**src/rtl/ks_pkg.sv**
```systemverilog
// Shared width, buffer state encoding and result record for the Kogge-Stone sum stage.
package ks_pkg;

    localparam int KS_W = 25;

    typedef enum logic [1:0] {
        EMPTY = 2'd0,
        ONE   = 2'd1,
        TWO   = 2'd2
    } ks_state_t;

    typedef struct packed {
        logic [KS_W-1:0] sum;
        logic            cout;
        logic            zero;
        logic            sign;
    } ks_result_t;

endpackage

```
**src/rtl/ks_sum_core.sv**
```systemverilog
// Final Kogge-Stone level: finishes the partial carry spans and forms sum, carry out and zero flag.
module ks_sum_core
    import ks_pkg::*;
(
    input  logic [KS_W-1:0] i_G,
    input  logic [KS_W-1:0] i_P,
    input  logic [KS_W-1:0] i_P0,
    input  logic            i_sign,
    output ks_result_t      o_res
);

    logic [15:0]     w_cLow;
    logic [7:0]      w_cMid;
    logic            w_cTop;
    logic [KS_W-1:0] w_cf;
    logic [KS_W-1:0] w_carry;
    logic [KS_W-1:0] w_sum;
    logic            w_unusedP;

    // Bits 15:0 already span down to bit 0, so only the upper spans need one more merge.
    assign w_cLow = i_G[15:0];

    for (genvar j = 0; j < 8; j++) begin : g_mid
        assign w_cMid[j] = i_G[16+j] | (i_P[16+j] & w_cLow[8+j]);
    end

    assign w_cTop    = i_G[24] | (i_P[24] & w_cLow[8]);
    assign w_cf      = {w_cTop, w_cMid, w_cLow};
    assign w_unusedP = ^i_P[15:0];

    assign w_carry = {w_cf[KS_W-2:0], 1'b0};
    assign w_sum   = i_P0 ^ w_carry;

    assign o_res.sum  = w_sum;
    assign o_res.cout = w_cf[KS_W-1];
    assign o_res.zero = (w_sum == '0);
    assign o_res.sign = i_sign;

endmodule

```
**src/rtl/ks_sum_stage.sv**
```systemverilog
// Sum stage with a two-entry skid buffer; in_ready comes only from registered state.
module ks_sum_stage
    import ks_pkg::*;
(
    input  logic            clock,
    input  logic            reset,
    input  logic            in_valid,
    output logic            in_ready,
    input  logic [KS_W-1:0] in_G,
    input  logic [KS_W-1:0] in_P,
    input  logic [KS_W-1:0] in_P0,
    input  logic            in_sign,
    output logic            out_valid,
    input  logic            out_ready,
    output logic [KS_W-1:0] out_sum,
    output logic            out_cout,
    output logic            out_zero,
    output logic            out_sign
);

    ks_state_t  r_state;
    ks_state_t  w_nextState;
    ks_result_t r_main;
    ks_result_t r_skid;
    ks_result_t w_core;
    logic       w_inFire;
    logic       w_outFire;
    logic       w_loadMainNew;
    logic       w_loadMainSkid;
    logic       w_loadSkid;

    ks_sum_core u_core (
        .i_G    (in_G),
        .i_P    (in_P),
        .i_P0   (in_P0),
        .i_sign (in_sign),
        .o_res  (w_core)
    );

    assign in_ready  = (r_state != TWO);
    assign out_valid = (r_state != EMPTY);
    assign w_inFire  = in_valid & in_ready;
    assign w_outFire = out_valid & out_ready;

    always_ff @(posedge clock or posedge reset) begin
        if (reset) begin
            r_state <= EMPTY;
        end else begin
            r_state <= w_nextState;
        end
    end

    // Main always holds the oldest word; skid only fills when main is stalled.
    always_comb begin
        w_nextState    = r_state;
        w_loadMainNew  = 1'b0;
        w_loadMainSkid = 1'b0;
        w_loadSkid     = 1'b0;
        unique case (r_state)
            EMPTY: begin
                if (w_inFire) begin
                    w_nextState   = ONE;
                    w_loadMainNew = 1'b1;
                end
            end
            ONE: begin
                if (w_inFire && w_outFire) begin
                    w_loadMainNew = 1'b1;
                end else if (w_inFire) begin
                    w_nextState = TWO;
                    w_loadSkid  = 1'b1;
                end else if (w_outFire) begin
                    w_nextState = EMPTY;
                end
            end
            TWO: begin
                if (w_outFire) begin
                    w_nextState    = ONE;
                    w_loadMainSkid = 1'b1;
                end
            end
            default: begin
                w_nextState = EMPTY;
            end
        endcase
    end

    always_ff @(posedge clock or posedge reset) begin
        if (reset) begin
            r_main <= '0;
            r_skid <= '0;
        end else begin
            if (w_loadMainNew) begin
                r_main <= w_core;
            end else if (w_loadMainSkid) begin
                r_main <= r_skid;
            end
            if (w_loadSkid) begin
                r_skid <= w_core;
            end
        end
    end

    assign out_sum  = r_main.sum;
    assign out_cout = r_main.cout;
    assign out_zero = r_main.zero;
    assign out_sign = r_main.sign;

endmodule

```
**config.mk**
```make
export PLATFORM = sky130hd
export DESIGN_NAME = ks_sum_stage
export DESIGN_NICKNAME = d
export VERILOG_FILES = /design/src/rtl/ks_pkg.sv /design/src/rtl/ks_sum_core.sv /design/src/rtl/ks_sum_stage.sv
export SDC_FILE = /design/constraint.sdc
export NUM_CORES = 1
export LEC_CHECK = 0
export ABC_AREA = 1
export CORE_MARGIN = 5
export CORE_UTILIZATION = 40
export DETAILED_ROUTE_END_ITERATION = 16
export GPL_TIMING_DRIVEN = 1
export PLACE_DENSITY = 0.8
export RECOVER_POWER = 50
export SLEW_MARGIN = 20
export SYNTH_ARGS = -nofsm -noshare
export SYNTH_HDL_FRONTEND = slang
export SYNTH_SLANG_ARGS = --single-unit
```
**constraint.sdc**
```tcl
create_clock -name clock -period 1.83 [get_ports clock]
set_clock_uncertainty 0.05 [all_clocks]
set_input_delay 0.366 -clock clock [delete_from_list [all_inputs] [get_ports clock]]
set_output_delay 0.366 -clock clock [all_outputs]
set_load 0.02 [all_outputs]
```
==> flow_summary.ini <==
[routing]
vias_per_cell = 4.82
via_count = 2820
first_pass_iters = 4
drt_wl_total_um = 7530
drt_iter0_markers = 133
wl_per_cell_um = 12.9
ant_nets = 0
drc = 0

[worst_setup_path]
slowest_delay_ns = 0.66
crit_type = reg2out
cp-start-kind = flip-flop
worst_ep_arrival_time_ns = 1.34
crit_chain = clkdlybuf4s50_1
r2r_end = out_sign
critical_path.top_delay_family = buffers and inverters
cp-end-kind = output pin
rr_worst_depth = 5
rrSetupSlack_ns = 0.26
r2r_start = r_state[0]
crit_required_ns = 1.41
worst-path-buf-inv = 1
crit_fanout = 2
slowest_stage = clkdlybuf4s50_1

[placement]
placed_cell_area_um2 = 4050
hpwl_um = 5760
portBuffers = 93
gp_congestion = 0.740

[yosys]
synth_mux_area_share_pct = 0
synth.avg_cell_area_um2 = 7.66
synth-simple-area-share_pct = 26.0
synth_async_sr_flop_share_pct = 100
yosysMostFrequentCell = nand2_1
synth_common_cells = 141 x nand2_1, 58 x dfrtp_1, 48 x inv_1
synth_top_area_cell = dfrtp_1
synth_top_area_share_pct = 50.4
synth_area_um2 = 2880
synth_edf_count = 0
yosys_warnings = 0
ys_top_cells_by_area = dfrtp_1 50%, nand2_1 18%, inv_1 6.3%, o211ai_1 6.3%, o21ai_0 5.2%
synthAdderAreaFrac_pct = 0
yosys.area_share.xor_xnor_pct = 1.83
seq_area_frac_synth_pct = 50.4
synthFlopType = dfrtp_1
synth_top_family_by_area = simple AND/OR/NAND/NOR gates
syn-num-nets = 456
synthCells = 376
synth_compound_area_share_pct = 13.0
ys_types = 18
ys_ff_latch = 58

[power]
totalPowerFinal_mw = 4.44
ir_drop_mv = 0.471
power_density_nw_per_um2 = 1060
cellLeakagePower_nw = 2.01

[clock_tree]
clock-sinks = 58
clockBufferDepth = 2
numCtsBuffers = 9
cts_htree_levels = 3
clk_pin_slew_ns = 0.06
cts_tree = done
cts_root_buf = clkbuf_8
clk_latency_ns = 0.33

[sta]
slew_viol_final = 0
period_minus_slack_ns = 1.75
period_share_pct = 95.7
hold_viol_final = 0
holdWs_ns = 0.431
max-slew-margin-rel_pct = 49.2
fmax_mhz = 571
tightestPinTransition_ns = 0.763
setup_viol = 0
grt_setup_unrepaired = false

[flow_run]
maxCapViolations = 0

[cells_and_area]
final_layout_size_suffix_gt1_share_pct = 7.20
final_nets = 562
design_area_um2 = 4190
area_growth_syn_to_layout_pct = 45.5
antenna_cells = 0

[min_path]
hold_path.class = reg2reg
min_from = out_cout
min_to = out_cout
hold-path-cell-count = 2

[global_routing]
grt.overflow.total = 0
grt_usage_pct = 18.5
grt_pass1_vias = 2850
antenna_found_initial = 0
grt_max_degree = 59
grt_pass1_wl_um = 12900

[die]
die_width_um = 94.8
core_area_um2 = 7140
die_area_um2 = 8990
die_height_um = 94.8
start_util_pct = 40.3
num_rows = 31
ios = 110

[run_status]
outcome = complete, no violations
==> where the power goes <==
group	switching (mW)	internal [mW]	total (mW)
logic	0.780	0.695	1.47
registers	0.194	1.67	1.87
clock network	0.472	0.627	1.10
==> registers in the layout (all words and copies together) (netlist names) <==
| signal | flops |
|---|---|
| out_cout | 1 |
| out_sign | 1 |
| out_sum | 25 |
| out_zero | 1 |
| r_skid | 28 |
| r_state | 2 |
==> cell type report <==
| cell class | instances | area, µm² |
|---|---|---|
| clock inverter | 2 | 10.0 |
| clock buffer | 13 | 179 |
| timing repair buffer | 109 | 1060 |
| tap | 99 | 124 |
| fill | 664 | 2950 |
| multi-input combinational | 253 | 1160 |
| inverter | 51 | 195 |
| sequential | 58 | 1450 |
==> cells by family (layout without fill, tap and decap cells) <==
group                  count (synthesis)  after routing
AND/OR/NAND/NOR                      188            188
XOR/XNOR                               6              6
flip-flops                            58             58
buffers and inverters                 65            175
AO/OA/AOI/OAI                         59             59
==> worst max path at each step <==
| stage | startpoint | cells past startpoint | end | slack [ns] |
|---|---|---|---|---|
| 3_3_place_gp | in_valid | 10 | out_cout | -0.008 |
| 2_1_floorplan | out_ready | 8 | out_zero | 0.46 |
| 4_1_cts | out_sum[11] | 1 | out_sum[11] | 0.06 |
| 6_report | out_sum[11] | 1 | out_sum[11] | 0.08 |
| 3_5_place_dp | in_G[15] | 9 | r_skid[1] | -0.05 |
| 5_1_grt | out_zero | 1 | out_zero | 0.02 |
==> routing by layer <==
metal / up-vias / part of all wire (%) / track usage, %
met5: - / 0 / 0
li1: 1406 / - / -
met3: 12 / 7.5 / 7.25
met2: 84 / 49 / 31.4
met1: 1318 / 41 / 21.3
met4: 0 / 2.2 / 6.49
==> stage by stage <==
stage	utilization [%]	worst slack, ns	TNS (ns)	std cells
finish	58.7	0.0779	0	585
global route	58.7	0.0150	0	585
CTS	59.3	0.0620	0	585
detailed placement	56.7	-0.0538	-0.812	570
global placement	56.7	-0.00778	-0.0142	570
floorplan	-	0.459	0	376
==> cells in the final DEF (no fill, tap or decap), drive strengths merged <==
cell           synthesis  final
nand3b                 3      3
nand2                141    141
inv                   51     50
nor2                  20     20
o211ai                24     24
xor2                   2      2
a21oi                  2      2
o221ai                 1      1
nand3                 24     24
clkbuf                 8     17
buf                    6     12
xnor2                  4      4
dlygate4sd3            0      1
clkinv                 0      2
clkdlybuf4s50          0     90
dlygate4sd2            0      2
o21ai                 31     31
o311ai                 1      1
clkinvlp               0      1
dfrtp                 58     58
==> what timing repair did <==
item | 4_1_cts | 5_1_grt
gates resized for setup | 2 | 0
setup endpoints to repair | 2 | 0
endpoints found under the hold margin | 0 | 0
buffers inserted | 0 | 0
hold buffers | 0 | 0
Power figures use the tool's default switching activity.
